**src/rtl/cpu_types_pkg.sv**
```systemverilog
// rtl/cpu_types_pkg.sv - shared CPU word type and memory arbiter state encoding
package cpu_types_pkg;

    typedef logic [31:0] word_t;

    typedef enum logic [1:0] {
        IDLE   = 2'd0,
        IGRANT = 2'd1,
        DGRANT = 2'd2,
        GAP    = 2'd3
    } arb_state_t;

    localparam int DSTREAK_W = 3;
    localparam int TCNT_W    = 8;

    function automatic logic [DSTREAK_W-1:0] sat_inc(input logic [DSTREAK_W-1:0] v);
        return (v == {DSTREAK_W{1'b1}}) ? v : v + 1'b1;
    endfunction

endpackage

```
**src/rtl/mem_arbiter.sv**
```systemverilog
// rtl/mem_arbiter.sv - single-port RAM arbiter: data priority, bounded fetch starvation, timeout flag
module mem_arbiter
    import cpu_types_pkg::*;
#(
    parameter int DSTREAK_MAX = 4,
    parameter int TIMEOUT     = 255
) (
    input  logic  CLK,
    input  logic  RST,
    input  logic  halt,

    input  logic  i_req,
    input  word_t i_addr,
    output word_t i_rdata,
    output logic  i_ack,

    input  logic  d_req,
    input  logic  d_wen,
    input  word_t d_addr,
    input  word_t d_wdata,
    output word_t d_rdata,
    output logic  d_ack,

    output logic  ram_req,
    output logic  ram_wen,
    output word_t ram_addr,
    output word_t ram_wdata,
    input  word_t ram_rdata,
    input  logic  ram_ack,

    output logic  err
);

    arb_state_t             r_state;
    logic [DSTREAK_W-1:0]   r_dstreak;
    logic [TCNT_W-1:0]      r_tcnt;

    logic w_fetch_ok;
    logic w_starve;
    logic w_grant_d;
    logic w_grant_i;
    logic w_tc;
    logic w_granted;

    always_comb begin
        w_fetch_ok = i_req && !halt;
        w_starve   = w_fetch_ok && (r_dstreak == DSTREAK_W'(DSTREAK_MAX));
        w_grant_d  = d_req && !w_starve;
        w_grant_i  = !w_grant_d && w_fetch_ok;
        w_tc       = (r_tcnt == TCNT_W'(TIMEOUT - 1));
        w_granted  = (r_state == IGRANT) || (r_state == DGRANT);
    end

    // Acks are combinational from ram_ack; a reset in the same cycle suppresses them.
    always_comb begin
        i_ack   = !RST && (r_state == IGRANT) && ram_ack;
        d_ack   = !RST && (r_state == DGRANT) && ram_ack;
        i_rdata = i_ack ? ram_rdata : '0;
        d_rdata = d_ack ? ram_rdata : '0;
    end

    always_ff @(posedge CLK) begin
        if (RST) begin
            r_state   <= IDLE;
            r_dstreak <= '0;
            r_tcnt    <= '0;
            ram_req   <= 1'b0;
            ram_wen   <= 1'b0;
            ram_addr  <= '0;
            ram_wdata <= '0;
            err       <= 1'b0;
        end else begin
            case (r_state)
                IDLE: begin
                    if (w_grant_d) begin
                        r_state   <= DGRANT;
                        ram_req   <= 1'b1;
                        ram_wen   <= d_wen;
                        ram_addr  <= d_addr;
                        ram_wdata <= d_wdata;
                        r_tcnt    <= '0;
                        r_dstreak <= w_fetch_ok ? sat_inc(r_dstreak) : '0;
                    end else if (w_grant_i) begin
                        r_state   <= IGRANT;
                        ram_req   <= 1'b1;
                        ram_wen   <= 1'b0;
                        ram_addr  <= i_addr;
                        r_tcnt    <= '0;
                        r_dstreak <= '0;
                    end
                end
                IGRANT, DGRANT: begin
                    // Ack takes precedence over a timeout landing in the same cycle.
                    if (ram_ack) begin
                        r_state <= GAP;
                        ram_req <= 1'b0;
                        ram_wen <= 1'b0;
                    end else if (w_tc) begin
                        r_state <= GAP;
                        ram_req <= 1'b0;
                        ram_wen <= 1'b0;
                        err     <= 1'b1;
                    end else begin
                        r_tcnt <= r_tcnt + 1'b1;
                    end
                end
                GAP: begin
                    r_state <= IDLE;
                end
                default: begin
                    r_state <= IDLE;
                    ram_req <= 1'b0;
                    ram_wen <= 1'b0;
                end
            endcase
        end
    end

    logic w_unused;
    assign w_unused = w_granted;

endmodule

```
**config.mk**
```make
export PLATFORM = sky130hd
export DESIGN_NAME = mem_arbiter
export DESIGN_NICKNAME = d
export VERILOG_FILES = /design/src/rtl/cpu_types_pkg.sv /design/src/rtl/mem_arbiter.sv
export SDC_FILE = /design/constraint.sdc
export NUM_CORES = 1
export LEC_CHECK = 0
export ABC_AREA = 1
export CORE_UTILIZATION = 40
export CTS_CLUSTER_DIAMETER = 100
export DETAILED_ROUTE_END_ITERATION = 10
export GPL_ROUTABILITY_DRIVEN = 0
export PLACE_DENSITY = 0.9
export SLEW_MARGIN = 20
export SYNTH_ARGS = -nofsm -noshare
export SYNTH_HDL_FRONTEND = slang
export SYNTH_SLANG_ARGS = --single-unit
```
**constraint.sdc**
```tcl
create_clock -name CLK -period 2.25 [get_ports CLK]
set_input_delay 0.5625 -clock CLK [delete_from_list [all_inputs] [get_ports CLK]]
set_output_delay 0.5625 -clock CLK [all_outputs]
set_load 0.05 [all_outputs]
```
==> out/metrics.yaml <==
hold_path:
  hp-class: "flop to flop"
timing:
  fin_crit_sh_pct: 97.6
  fin_ws_ns: 0.0536
  finalSetupViolCount: 0
  setup_tns_ns: 0
  slew_headroom_pct: 61.3
  rsz0062_at_grt: "true"
  finalHoldViolations: 0
  finalCriticalPeriod_ns: 2.20
  final_max_slew_viol_count: 0
  skew_ns: 0.00891
  fmax_ghz: 0.455
  worst_pin_slew_ns: 0.580
setup_path:
  worstSetupPathType: "flop to output pin"
  startpoint_type: "flop"
  r2r_start: "r_dstreak[0]$_SDFFE_PP0P_"
  endpoint: "i_rdata[25]"
  cp.arrival_ns: 1.63
  worstRegToRegCells: 9
  worst-r2r-setup-slack_ns: 0.41
  crit_start: "r_state[1]$_SDFFE_PP0P_"
  timing.rr.end: "ram_wdata[19]$_SDFFE_PP0P_"
  crit_path_end_kind: "output pin"
  critPathMaxFanout: 17
  required_ns: 1.69
power_and_ir_drop:
  switching_share_pct: 49.1
  clock_power_share_pct: 13.3
  switchingPower_mw: 3.98
  internal_power_mw: 4.13
  power_frac_seq_pct: 25.4
  power_mw: 8.11
  p_leak_nw: 3.56
  power_density_nw_per_um2: 1130
  p_comb_share_pct: 61.4
  ir_worst_vdd_mv: 0.796
synth:
  syn_area_um2: 4190
  synth_fp_nets: 831
  ys_ff_latch: 80
  avgSynthCellArea_um2: 6.10
  yosys-top-cells-area: "dfxtp_1 38%, nor2_1 20%, nand2_1 13%"
  synthCells: 687
  yosys_warnings: 0
  ys_seq_area_share_pct: 38.2
  synth.distinct_cells: 25
  yosysTopAreaCellShare_pct: 38.2
  synth_largest_area_cell: "dfxtp_1"
final_layout:
  fin_util_pct: 70.0
  layout-drive-gt1-share_pct: 12.5
  antenna_cells: 0
  fill_cells: 839
  stdcell_count: 1090
  areaGrowthSynthToFinish_pct: 71.0
  nNetsFinal: 1093
  layout_commonest_cell: "nor2_1"
  final_cell_mix: "216 x nor2_1, 199 x clkdlybuf4s50_1, 146 x nand2_1"
floorplan:
  io_pins: 268
  die_area_um2: 10900
  die_h_um: 104
  core_area_um2: 10200
  rows: 37
  start_util_pct: 41.0
  die_x_um: 104
drt:
  totalWireLength_um: 14000
  viasPerCell: 4.58
  drc: 0
  wl_met1_um: 5470
  top_layer: "met4"
  drt_pass1_iterations: 4
  antenna_left: 0
  num_vias: 4993
  drtIter0Drc: 352
  avgRoutedWirePerCell_um: 12.8
  route.met2.wl_um: 7100
  met3WireLength_um: 953
clock_network:
  root_buffer: "clkbuf_8"
  cts_buffer_depth: 2
  clk_pin_slew_ns: 0.08
  tritoncts: "done"
  htree_levels: 3
  clock_latency_ns: 0.35
  clkSinkCount: 80
  cts_buffers: 9
placed_design:
  pre_cts_ws_ns: -0.163
  hpwlAfterDp_um: 10300
  numPortBuffers: 267
  dp_cells: 1073
grt:
  antenna_found_initial: 0
  grt_max_degree: 45
  grt_pass1_wl_um: 22000
  grt_usage_pct: 25.2
  gr-total-overflow: 0
  first_global_vias: 4581
status:
  status: "finished clean"
run:
  cap_violations: 0
cells in the mapped netlist:
library cell    n
nor2_1        221
nand2_1       146
inv_1          83
dfxtp_1        80
nand3_1        47
o21ai_0        38
buf_2          14
buf_4          10
a21oi_1         9
ha_1            9
clkbuf_1        7
inv_2           5
clkbuf_2        3
clkinv_1        2
nand3_2         2
nor2_4          2
a31oi_1         1
nand2_2         1
nand2_4         1
nand4_1         1
nor2_2          1
nor3_1          1
o21a_1          1
o21bai_1        1
or2_2           1
state kept, by name (all words and copies together), names as in the netlist:
signal     cells
err            1
ram_req        1
r_dstreak      3
ram_wen        1
r_state        2
ram_wdata     32
r_tcnt         8
ram_addr      32
area by class of cell:
class	instances	area, µm²	area share (%)
clock buffers	13	159	2.22
clock inverters	3	40.0	0.559
inverters	90	339	4.73
multi-input cells	483	2090	29.2
flip-flops and latches	80	1600	22.4
well taps	136	170	2.37
repair buffers	285	2770	38.6
power groups by stage:
stage               combinational (mW)  sequential, mW  clock (mW)
floorplan                         2.09            3.31           0
global placement                  4.86            2.06           0
detailed placement                4.92            2.08           0
CTS                               4.98            2.06        1.10
global route                      5.37            2.11        1.16
finish                            4.98            2.06        1.07
logic make-up (layout without fill, tap and decap cells):
logic type               Yosys count  after routing  synth area share (%)
buffers and inverters            124            391                  12.5
AO/OA/AOI/OAI                     50             50                  6.12
adder cells (fa/ha/maj)            9              9                  2.69
AND/OR/NAND/NOR                  424            424                  40.5
flip-flops                        80             80                  38.2
what timing repair did:
action,in CTS,in global routing
cloned,1,0
setup endpoints to repair,66,18
buffers inserted,0,0
hold buffers,0,0
resized for setup,7,13
per-layer routing:
layer | up-vias | global-route usage [%]
met3 | 30 | 5.89
met2 | 193 | 45.7
met1 | 2194 | 27.2
met4 | 0 | 12.3
met5 | - | 0
li1 | 2576 | -
metrics by stage:
stage / cell area, µm² / hold slack [ns]
after floorplan: 4190 / 0.462
after global placement: 6890 / 0.451
after detailed placement: 6890 / 0.454
after CTS: 7130 / 0.466
after global routing: 7170 / 0.482
final: 7170 / 0.463
critical path, cell delays in order, from the launching register on:
cell	delay [ns]
dfxtp_1	0.33
inv_2	0.08
ha_1	0.19
nand3_4	0.12
buf_12	0.18
nor2_1	0.15
buf_4	0.23
how the worst min path moves through the flow:
| stage | start | end | slack, ns | cells past startpoint |
|---|---|---|---|---|
| detailed placement | ram_req$_SDFFE_PP0P_ | ram_req$_SDFFE_PP0P_ | 0.45 | 2 |
| floorplan | r_tcnt[7]$_SDFFE_PP0P_ | r_tcnt[7]$_SDFFE_PP0P_ | 0.46 | 2 |
| CTS | ram_req$_SDFFE_PP0P_ | ram_req$_SDFFE_PP0P_ | 0.47 | 2 |
| global placement | ram_req$_SDFFE_PP0P_ | ram_req$_SDFFE_PP0P_ | 0.45 | 2 |
| finish | ram_req$_SDFFE_PP0P_ | ram_req$_SDFFE_PP0P_ | 0.46 | 2 |
| global route | ram_req$_SDFFE_PP0P_ | ram_req$_SDFFE_PP0P_ | 0.48 | 2 |
Note: power is estimated with default switching activity, not from simulation.
